## src/rtl/frogger_pkg.sv

```systemverilog
`default_nettype none
// ============================================================================
// Module   : frogger_pkg
// Purpose  : Shared definitions for the Frogger game sequencer: FSM state
//            encodings, default timing constants, score width and a small
//            helper used to size the tick/wait counters.
// Revision : 1.0  initial release
// ============================================================================
package frogger_pkg;

    localparam int c_SCORE_W = 16;
    localparam int c_STATE_W = 3;

    localparam logic [2:0] c_ST_IDLE      = 3'd0;
    localparam logic [2:0] c_ST_PLAY      = 3'd1;
    localparam logic [2:0] c_ST_DYING     = 3'd2;
    localparam logic [2:0] c_ST_LEVEL_UP  = 3'd3;
    localparam logic [2:0] c_ST_GAME_OVER = 3'd4;

    localparam int c_DEF_TICKS_PER_SEC = 60;
    localparam int c_DEF_TIME_LIMIT    = 30;
    localparam int c_DEF_START_LIVES   = 3;
    localparam int c_DEF_DEATH_TICKS   = 90;
    localparam int c_DEF_LEVELUP_TICKS = 60;
    localparam int c_DEF_MAX_LEVEL     = 7;
    localparam int c_DEF_CROSS_POINTS  = 100;

    // Largest of three integers; the tick and wait counters share one width
    // that must hold the biggest terminal count.
    function automatic int max3(input int a, input int b, input int c);
        int m;
        m = (a > b) ? a : b;
        return (m > c) ? m : c;
    endfunction

endpackage
`default_nettype wire

```

## src/rtl/frogger_game_ctrl_btn_edge.sv

```systemverilog
`default_nettype none
// ============================================================================
// Module   : btn_edge
// Purpose  : Two-flop synchroniser for an asynchronous push button followed
//            by a registered rising-edge detector. The pulse appears 3 clk
//            after the pin edge and lasts exactly 1 clk.
// Ports    : clk     - system clock
//            reset_n - asynchronous reset, active-low
//            i_btn   - raw button level, asynchronous to clk
//            o_rise  - one-cycle pulse on a synchronised rising edge
// Revision : 1.0  initial release
// ============================================================================
module btn_edge (
    input  logic clk,
    input  logic reset_n,
    input  logic i_btn,
    output logic o_rise
);

    logic r_meta;
    logic r_sync;
    logic r_sync_d;
    logic r_rise;

    always_ff @(posedge clk or negedge reset_n) begin
        if (!reset_n) begin
            r_meta   <= 1'b0;
            r_sync   <= 1'b0;
            r_sync_d <= 1'b0;
            r_rise   <= 1'b0;
        end else begin
            r_meta   <= i_btn;
            r_sync   <= r_meta;
            r_sync_d <= r_sync;
            r_rise   <= r_sync & ~r_sync_d;
        end
    end

    assign o_rise = r_rise;

endmodule
`default_nettype wire

```

## src/rtl/frogger_game_ctrl.sv

```systemverilog
`default_nettype none
// ============================================================================
// Module   : frogger_game_ctrl
// Purpose  : Game sequencer for the Frogger playfield. Tracks lives, level,
//            score and the per-life countdown, gates motion and re-spawns
//            the frog in response to start/collision/crossing events.
// Ports    : clk, reset_n       - clock, asynchronous active-low reset
//            refresh_tick       - one-cycle pulse per video frame
//            start_btn          - raw start button (asynchronous)
//            frog_hit, frog_win - one-cycle playfield event pulses
//            state              - FSM state encoding
//            lives, level       - remaining lives, obstacle speed select
//            score              - saturating binary score
//            time_left          - seconds left in the current life
//            motion_en          - frog/obstacle update enable
//            frog_reset         - one-cycle respawn pulse
//            game_over          - high while in GAME_OVER
// Revision : 1.0  initial release
// ============================================================================
module frogger_game_ctrl
    import frogger_pkg::*;
#(
    parameter int TICKS_PER_SEC = c_DEF_TICKS_PER_SEC,
    parameter int TIME_LIMIT    = c_DEF_TIME_LIMIT,
    parameter int START_LIVES   = c_DEF_START_LIVES,
    parameter int DEATH_TICKS   = c_DEF_DEATH_TICKS,
    parameter int LEVELUP_TICKS = c_DEF_LEVELUP_TICKS,
    parameter int MAX_LEVEL     = c_DEF_MAX_LEVEL,
    parameter int CROSS_POINTS  = c_DEF_CROSS_POINTS
) (
    input  logic                 clk,
    input  logic                 reset_n,
    input  logic                 refresh_tick,
    input  logic                 start_btn,
    input  logic                 frog_hit,
    input  logic                 frog_win,
    output logic [c_STATE_W-1:0] state,
    output logic [1:0]           lives,
    output logic [2:0]           level,
    output logic [c_SCORE_W-1:0] score,
    output logic [5:0]           time_left,
    output logic                 motion_en,
    output logic                 frog_reset,
    output logic                 game_over
);

    localparam int c_CNT_W = $clog2(max3(TICKS_PER_SEC, DEATH_TICKS, LEVELUP_TICKS) + 1);

    localparam logic [c_CNT_W-1:0]   c_TICK_LAST  = c_CNT_W'(TICKS_PER_SEC - 1);
    localparam logic [c_CNT_W-1:0]   c_DEATH_LAST = c_CNT_W'(DEATH_TICKS - 1);
    localparam logic [c_CNT_W-1:0]   c_LVL_LAST   = c_CNT_W'(LEVELUP_TICKS - 1);
    localparam logic [c_CNT_W-1:0]   c_CNT_ONE    = c_CNT_W'(1);
    localparam logic [5:0]           c_TIME_LIMIT = 6'(TIME_LIMIT);
    localparam logic [1:0]           c_LIVES_INIT = 2'(START_LIVES);
    localparam logic [2:0]           c_MAX_LEVEL  = 3'(MAX_LEVEL);
    localparam logic [c_SCORE_W:0]   c_CROSS      = (c_SCORE_W+1)'(CROSS_POINTS);

    logic [c_STATE_W-1:0] r_state;
    logic [1:0]           r_lives;
    logic [2:0]           r_level;
    logic [c_SCORE_W-1:0] r_score;
    logic [5:0]           r_time_left;
    logic                 r_motion_en;
    logic                 r_frog_reset;
    logic                 r_game_over;
    logic [c_CNT_W-1:0]   r_tick_cnt;
    logic [c_CNT_W-1:0]   r_wait_cnt;

    logic                 w_start_rise;
    logic                 w_sec_wrap;
    logic                 w_timeout;
    logic                 w_hit;
    logic [c_SCORE_W:0]   w_win_sum;
    logic [c_SCORE_W-1:0] w_score_next;
    logic [2:0]           w_level_next;

    btn_edge u_start_edge (
        .clk     (clk),
        .reset_n (reset_n),
        .i_btn   (start_btn),
        .o_rise  (w_start_rise)
    );

    // A second boundary with one second left is the countdown expiring;
    // it is folded into the hit path so it takes priority over a win.
    assign w_sec_wrap = refresh_tick && (r_tick_cnt == c_TICK_LAST);
    assign w_timeout  = w_sec_wrap && (r_time_left <= 6'd1);
    assign w_hit      = frog_hit || w_timeout;

    // One extra bit catches the carry so the score can clamp at all-ones.
    assign w_win_sum    = {1'b0, r_score} + c_CROSS + {{(c_SCORE_W-5){1'b0}}, r_time_left};
    assign w_score_next = w_win_sum[c_SCORE_W] ? {c_SCORE_W{1'b1}} : w_win_sum[c_SCORE_W-1:0];
    assign w_level_next = (r_level >= c_MAX_LEVEL) ? r_level : r_level + 3'd1;

    always_ff @(posedge clk or negedge reset_n) begin
        if (!reset_n) begin
            r_state      <= c_ST_IDLE;
            r_lives      <= 2'd0;
            r_level      <= 3'd0;
            r_score      <= '0;
            r_time_left  <= 6'd0;
            r_motion_en  <= 1'b0;
            r_frog_reset <= 1'b0;
            r_game_over  <= 1'b0;
            r_tick_cnt   <= '0;
            r_wait_cnt   <= '0;
        end else begin
            // frog_reset is only ever set for the single clk of a transition
            // into PLAY, so clearing it here keeps it a 1-clk pulse.
            r_frog_reset <= 1'b0;

            case (r_state)
                c_ST_IDLE, c_ST_GAME_OVER: begin
                    if (w_start_rise) begin
                        r_lives      <= c_LIVES_INIT;
                        r_level      <= 3'd0;
                        r_score      <= '0;
                        r_time_left  <= c_TIME_LIMIT;
                        r_tick_cnt   <= '0;
                        r_wait_cnt   <= '0;
                        r_frog_reset <= 1'b1;
                        r_motion_en  <= 1'b1;
                        r_game_over  <= 1'b0;
                        r_state      <= c_ST_PLAY;
                    end
                end

                c_ST_PLAY: begin
                    if (refresh_tick) begin
                        if (w_sec_wrap) begin
                            r_tick_cnt <= '0;
                            if (r_time_left != 6'd0) begin
                                r_time_left <= r_time_left - 6'd1;
                            end
                        end else begin
                            r_tick_cnt <= r_tick_cnt + c_CNT_ONE;
                        end
                    end

                    if (w_hit) begin
                        if (r_lives != 2'd0) begin
                            r_lives <= r_lives - 2'd1;
                        end
                        r_wait_cnt  <= '0;
                        r_motion_en <= 1'b0;
                        r_state     <= c_ST_DYING;
                    end else if (frog_win) begin
                        r_score     <= w_score_next;
                        r_level     <= w_level_next;
                        r_wait_cnt  <= '0;
                        r_motion_en <= 1'b0;
                        r_state     <= c_ST_LEVEL_UP;
                    end
                end

                c_ST_DYING: begin
                    if (refresh_tick) begin
                        if (r_wait_cnt == c_DEATH_LAST) begin
                            r_wait_cnt <= '0;
                            if (r_lives == 2'd0) begin
                                r_game_over <= 1'b1;
                                r_state     <= c_ST_GAME_OVER;
                            end else begin
                                r_time_left  <= c_TIME_LIMIT;
                                r_tick_cnt   <= '0;
                                r_frog_reset <= 1'b1;
                                r_motion_en  <= 1'b1;
                                r_state      <= c_ST_PLAY;
                            end
                        end else begin
                            r_wait_cnt <= r_wait_cnt + c_CNT_ONE;
                        end
                    end
                end

                c_ST_LEVEL_UP: begin
                    if (refresh_tick) begin
                        if (r_wait_cnt == c_LVL_LAST) begin
                            r_wait_cnt   <= '0;
                            r_time_left  <= c_TIME_LIMIT;
                            r_tick_cnt   <= '0;
                            r_frog_reset <= 1'b1;
                            r_motion_en  <= 1'b1;
                            r_state      <= c_ST_PLAY;
                        end else begin
                            r_wait_cnt <= r_wait_cnt + c_CNT_ONE;
                        end
                    end
                end

                default: begin
                    r_motion_en <= 1'b0;
                    r_game_over <= 1'b0;
                    r_state     <= c_ST_IDLE;
                end
            endcase
        end
    end

    assign state      = r_state;
    assign lives      = r_lives;
    assign level      = r_level;
    assign score      = r_score;
    assign time_left  = r_time_left;
    assign motion_en  = r_motion_en;
    assign frog_reset = r_frog_reset;
    assign game_over  = r_game_over;

endmodule
`default_nettype wire
```

## config.mk

```make
export PLATFORM = sky130hd
export DESIGN_NAME = frogger_game_ctrl
export DESIGN_NICKNAME = d
export VERILOG_FILES = /design/src/rtl/frogger_pkg.sv /design/src/rtl/frogger_game_ctrl_btn_edge.sv /design/src/rtl/frogger_game_ctrl.sv
export SDC_FILE = /design/constraint.sdc
export NUM_CORES = 1
export LEC_CHECK = 0
export CELL_PAD_IN_SITES_DETAIL_PLACEMENT = 0
export CELL_PAD_IN_SITES_GLOBAL_PLACEMENT = 1
export CORE_ASPECT_RATIO = 0.75
export CORE_MARGIN = 3
export CORE_UTILIZATION = 44
export CTS_CLUSTER_DIAMETER = 200
export DETAILED_ROUTE_END_ITERATION = 10
export GPL_TIMING_DRIVEN = 0
export MAX_ROUTING_LAYER = met4
export PLACE_DENSITY = 0.88
export SLEW_MARGIN = 20
export SYNTH_ARGS = -nofsm -noshare
export SYNTH_HDL_FRONTEND = slang
export SYNTH_SLANG_ARGS = --single-unit
```

## constraint.sdc

```tcl
create_clock -name clk -period 2.8 [get_ports clk]
set_input_delay 0.42 -clock clk [delete_from_list [all_inputs] [get_ports clk]]
set_output_delay 0.42 -clock clk [all_outputs]
set_load 0.01 [all_outputs]
```

Yosys cells after proc, flatten, opt, wreduce, memory -nomap -nowiden
Index checks and enable logic that the tools add are counted.
- register bits after elaboration: 51
- word-level logic and storage cells: 139
- muxes and demuxes: 70
- reductions and logical operators: 20
- eq/ne operators: 23
- add/sub/neg operators: 7
- bitwise logic cells: 3
- magnitude comparators: 2
- operator list (cell ; count):
    2-to-1 mux 7 bit ; 14
    2-to-1 mux 16 bit ; 4
    case mux 7 bit (4 select lines) ; 2
    2-to-1 mux 6 bit ; 9
    2-to-1 mux 3 bit ; 12
    case mux 16 bit (2 select lines) ; 1
    != test 2 bit (second input constant) ; 14
    case mux 6 bit (4 select lines) ; 1
    2-to-1 mux 1 bit ; 18
    adder 16 x 7 -> 17 bit (second input constant) ; 1
    adder 17 x 6 -> 17 bit ; 1
    AND reduction 5 bit ; 3
    adder 7 x 1 -> 7 bit (second input constant) ; 2
    equality test 7 x 6 -> 1 bit (second input constant) ; 2
    case mux 3 bit (4 select lines) ; 1
    AND reduction 10 bit ; 1
    AND reduction 4 bit ; 2
    AND reduction 8 bit ; 1
    equality test 7 bit (second input constant) ; 1
    AND reduction 7 bit ; 1
    equality test 3 x 2 -> 1 bit (second input constant) ; 2
    less-or-equal comparator 6 x 1 -> 1 bit (second input constant) ; 1
    2-to-1 mux 2 bit ; 3
    case mux 1 bit (3 select lines) ; 2
    22 further kinds ; 26

Longest topological paths before layout
- depth in word-level cells: 6
- gate-level depth with buffers: 9

By module
A second synthesis with hierarchy kept.
- cell total of the unflattened synthesis: 331
- area total of the unflattened synthesis: 3085.5 µm²
- by module, submodules not included (module ; cells each ; instances ; area an instance (µm²)):
    frogger_game_ctrl ; 326 ; 1 ; 2971.6
    btn_edge ; 5 ; 1 ; 113.9

Worst setup path after synthesis
OpenSTA, ideal clock, no wires.
- path type: register -> register
- from: register r_time_left[1], in the netlist time_left[1]
- to: register r_score[7], in the netlist score[7]
- library setup time: 0.124 ns
- buffers on the path: 0
- clock period less this slack: 2.447 ns
- arrival: 2.323 ns
- slack: 0.353 ns
- required time: 2.676 ns
- stages on the path, launching flop included: 9
- cells stage by stage: dfrtp_1 -> ha_1 -> ha_1 -> fa_1 -> a211oi_1 -> o21bai_1 -> a211oi_1 -> a21oi_1 -> a211o_1
- word-level cells in the longest chain between the ends: 5
- ends and longest elaborated chain (what ; line ; RTL):
    from (decl) ; frogger_game_ctrl.sv:62 ; logic [5:0] r_time_left;
    from (signal assigned) ; frogger_game_ctrl.sv:118 ; r_time_left <= c_TIME_LIMIT;
    from (signal assigned) ; frogger_game_ctrl.sv:133 ; r_time_left <= r_time_left - 6'd1;
    from (signal assigned) ; frogger_game_ctrl.sv:164 ; r_time_left <= c_TIME_LIMIT;
    adder 17 x 6 -> 17 bit / less-or-equal comparator 6 x 1 -> 1 bit (equally long branches) ; frogger_game_ctrl.sv:91, frogger_game_ctrl.sv:87 ;
    2-to-1 mux 16 bit / logical AND 1 bit (equally long branches) ; frogger_game_ctrl.sv:92, frogger_game_ctrl.sv:87 ;
    2-to-1 mux 16 bit / logical OR 1 bit (equally long branches) ; frogger_game_ctrl.sv:147, frogger_game_ctrl.sv:88 ;
    2-to-1 mux 16 bit / != test 2 bit (equally long branches) ; n/a ;
    case mux 16 bit (2 select lines) / AND reduction 4 bit (equally long branches) ; n/a ;
    to (signal assigned) ; frogger_game_ctrl.sv:148 ; r_score <= w_score_next;
    to (decl) ; frogger_game_ctrl.sv:61 ; logic [c_SCORE_W-1:0] r_score;
Parallel ways exist; a longest one is shown, timed or not. The select of a mux whose other input is x is not followed.
A chain may end at the register's enable or synchronous reset.

Worst setup path after layout
- from: register r_time_left[1], in the netlist time_left[1]
- to: register r_score[9], in the netlist score[9]
Same word-level chain as after synthesis.

==> results by group <==
Placement
  • Port bufs: 38
  • Final GP Congestion: a little over 0.9
  • Final HPWL DP: 5.82 mm
  • DP Cell Count: between 400 and 500

Finish
  • Layout area overhead: 18.5%
  • Number of nets in the layout: between 400 and 500
  • Antenna cells: 0
  • Fillers: about 660
  • Post-route non-filler standard cell count: approximately 500
  • Share of layout cells above drive strength 1: 0.115
  • Final core utilization: 0.561

Die
  • Rows: 26
  • Core ar.: 7090 µm²
  • Ports: 39
  • Die ar.: 8720 µm²
  • Chip Width: 107 µm
  • Starting Density: 0.473
  • Die H: 81.6 µm

Global routing
  • Largest net degree at the start of global routing: between 50 and 60
  • Total gr overflow: 0
  • Vias in the first global route: between 2000 and 3000
  • GR Util All Layers: 0.198
  • Number of antenna violations at the first check in global routing: 0
  • First-pass GRT wire length: ~13 mm

Critical path
  • Cells along the critical path: ha_1 -> ha_1 -> fa_1 -> a211oi_2 -> o21ai_0 -> a21oi_1 -> or4_1 -> nand3_1
  • Crit start category: flip-flop
  • CP max stage delay: 0.48 ns
  • Top Family by Delay on Critical Path: adder cells
  • CP max-delay cell: fa_1
  • Critical path capture point type: flip-flop
  • Crit. Startpoint: time_left[1]$_DFFE_PN0P_
  • Crit Path Max Fanout: 5
  • CP required: 2.99 ns
  • Most used cell, CP: ha_1
  • Reg2Reg Launch Point: time_left[1]$_DFFE_PN0P_
  • CP Buf/Inv Count: 0
  • Setup Crit Path Kind: flip-flop to flip-flop
  • Crit path DAT: between 2 and 3 ns

Power
  • Net Switching: 1.32 mW
  • Clock Power Share: 0.135
  • Comb pwr share: 0.511
  • Sequential power share: 0.354
  • Worst IR drop on VDD: 0.470 mV
  • Pwr/cell area: 816 nW/µm²
  • Switching share of power: 0.408
  • Leak pwr: about 1.8 nW
  • Int Power: 1.92 mW

Synthesis
  • Largest area contributor in the netlist: dfrtp_1
  • FFs w/ async S/R, synth: 1.00
  • Synth Area in Adders: 0.0880
  • Main combinational cell family by area after synthesis: compound AO/OA/AOI/OAI gates
  • Distinct cell type count after synthesis: 70
  • Mean post-synth cell area: 9.48 µm²
  • Cells after synthesis: 354
  • Leading register cell type out of synthesis: dfrtp_1
  • Mux contribution to synthesized area: 0.0119
  • Count of state elements after synthesis: 51
  • Synth top area share: 0.380
  • Largest cells by area after synthesis: dfrtp_1 (38%), ha_1 (8.2%), o21ai_0 (4.0%)
  • Post-Synth Simple-Gate Area: 0.230
  • Syn_nets: 383
  • Yosys warns: 0
  • Compound-cell area share of the yosys netlist: 0.231
  • Post-Syn Area: 3350 µm²
  • Number of synthesized flops with an enable pin: 0
  • Post-synthesis sequential area ratio: 0.380
  • Xor and xnor area share after synthesis: 0.0104

STA
  • Worst slew margin: 0.549
  • Worst slew pin tran: 0.677 ns
  • Final Setup Violations: 0
  • Final min period: approximately 2.6 ns
  • Clk_skew: 0.0161 ns
  • Fmax: 383 MHz
  • Final period util: 0.934
  • Max-slew violation count: 0
  • Endpoints failing hold: 0

Clocking
  • CTS buffer count: 5
  • CTS tree: done
  • Total clock sinks: 51
  • Root Buffer: clkbuf_8
  • Max clock buf depth: 2
  • Clock insertion delay at the later pin of the skew report: ~0.31 ns
  • Clk slew on worst S/H paths: 0.09 ns
  • CTS H-tree lvls: 2

Route
  • Initial DRC Count: 167
  • Via count: about 2900
  • Total Wirelength: 7.93 mm
  • DRC viols: 0
  • Vias per inst: approximately 5.7
  • Routed len/inst: approximately 16 µm
  • Antenna viol nets, final: 0
  • DR pass1 iterations: 4

Run
  • Max-Cap Viols: 0

Worst hold path
  • Min-delay worst type: input pin to async pin

Run status
  • Status: finished, final reports clean
-- synthesized netlist by cell type, types with 5 or more instances --
cell type,count
a21oi_1,26
a2bb2oi_1,6
a31oi_1,5
and3_1,8
dfrtp_1,51
ha_1,22
inv_1,21
nand2_1,23
nand3_1,16
nor2_1,19
nor2b_1,7
nor3_1,10
o21ai_0,27
o21ai_1,6
o31ai_1,8
-- power groups by stage --
stage	Combinational, mW	Clock [mW]	Sequential (mW)
after floorplan	1.01	0	1.17
after global placement	1.56	0	1.15
after detailed placement	1.61	0	1.16
after CTS	1.62	0.452	1.14
after global routing	1.85	0.485	1.18
final	1.66	0.439	1.15
-- what timing repair did --
item	in CTS	in global routing
pin swaps	0	1
hold endpoints to repair	0	0
hold buffers	0	0
setup endpoints to repair	9	11
setup buffers	0	2
gates resized for setup	1	3
-- registers in the layout, summed over array words and instances (netlist names) --
name / count
u_start_edge.r_sync: 1
u_start_edge.r_meta: 1
u_start_edge.o_rise: 1
level: 3
time_left: 6
score: 16
game_over: 1
lives: 2
motion_en: 1
r_tick_cnt: 7
r_wait_cnt: 7
frog_reset: 1
state: 3
u_start_edge.r_sync_d: 1
-- cell families (layout without fill, tap and decap cells) --
group	count (synthesis)	after routing
adder cells (fa/ha/maj)	23	23
buffers and inverters	32	79
AND/OR/NAND/NOR	123	123
multiplexers	4	4
flip-flops	51	51
XOR/XNOR	4	4
AO/OA/AOI/OAI	117	117
-- final cells by class --
type / count / area, µm² / share of cell area
well taps: 98 / 123 / 0.0308
inverters: 21 / 78.8 / 0.0198
repair buffers: 40 / 393 / 0.0988
clock buffers: 6 / 82.6 / 0.0208
clock inverters: 1 / 5.00 / 0.00126
plain buffers: 11 / 82.6 / 0.0208
multi-input cells: 271 / 1940 / 0.487
flip-flops and latches: 51 / 1280 / 0.321
-- final timing paths --
check	to	slack, ns	depth (start not counted)
max in group asynchronous	r_wait_cnt[3]$_DFFE_PN0P_	2.19	1
min in group clk	u_start_edge.r_sync$_DFF_PN0_	0.35	0
hold reg to reg	u_start_edge.r_sync$_DFF_PN0_	0.35	0
setup / recovery	score[9]$_DFFE_PN0P_	0.19	8
hold / removal	score[7]$_DFFE_PN0P_	0.13	1
setup reg to reg	score[9]$_DFFE_PN0P_	0.19	8
-- through the flow --
stage	setup TNS (ns)	hold WS, ns	total power, mW	instance area, µm²	setup slack [ns]
2_1_floorplan	0	0.124	2.18	3350	0.353
3_3_place_gp	-19.66	0.334	2.71	3860	-0.363
3_5_place_dp	-0.966	0.335	2.77	3860	-0.175
4_1_cts	0	0.176	3.22	3950	0.0459
5_1_grt	-0.00334	0.201	3.51	3980	-0.00334
6_report	0	0.133	3.25	3980	0.186
-- layout by cell type, fill, tap and decap left out, types with 7 or more instances in the layout --
master / count
and3_1: 8
inv_1: 21
o31ai_1: 8
clkdlybuf4s50_1: 37
nor3_1: 10
a21oi_1: 26
dfrtp_1: 51
o21ai_0: 26
nand3_1: 16
nor2_1: 19
nand2_1: 23
nor2b_1: 7
ha_1: 22
-- per-layer routing --
layer	global-route usage	wire length, µm	share of wire
met1	0.285	4110	0.52
met2	0.290	3360	0.42
met3	0.0408	424	0.053
met4	0.0409	31	0.0039
met5	-	0	0
(Power assumes the default switching activity.)
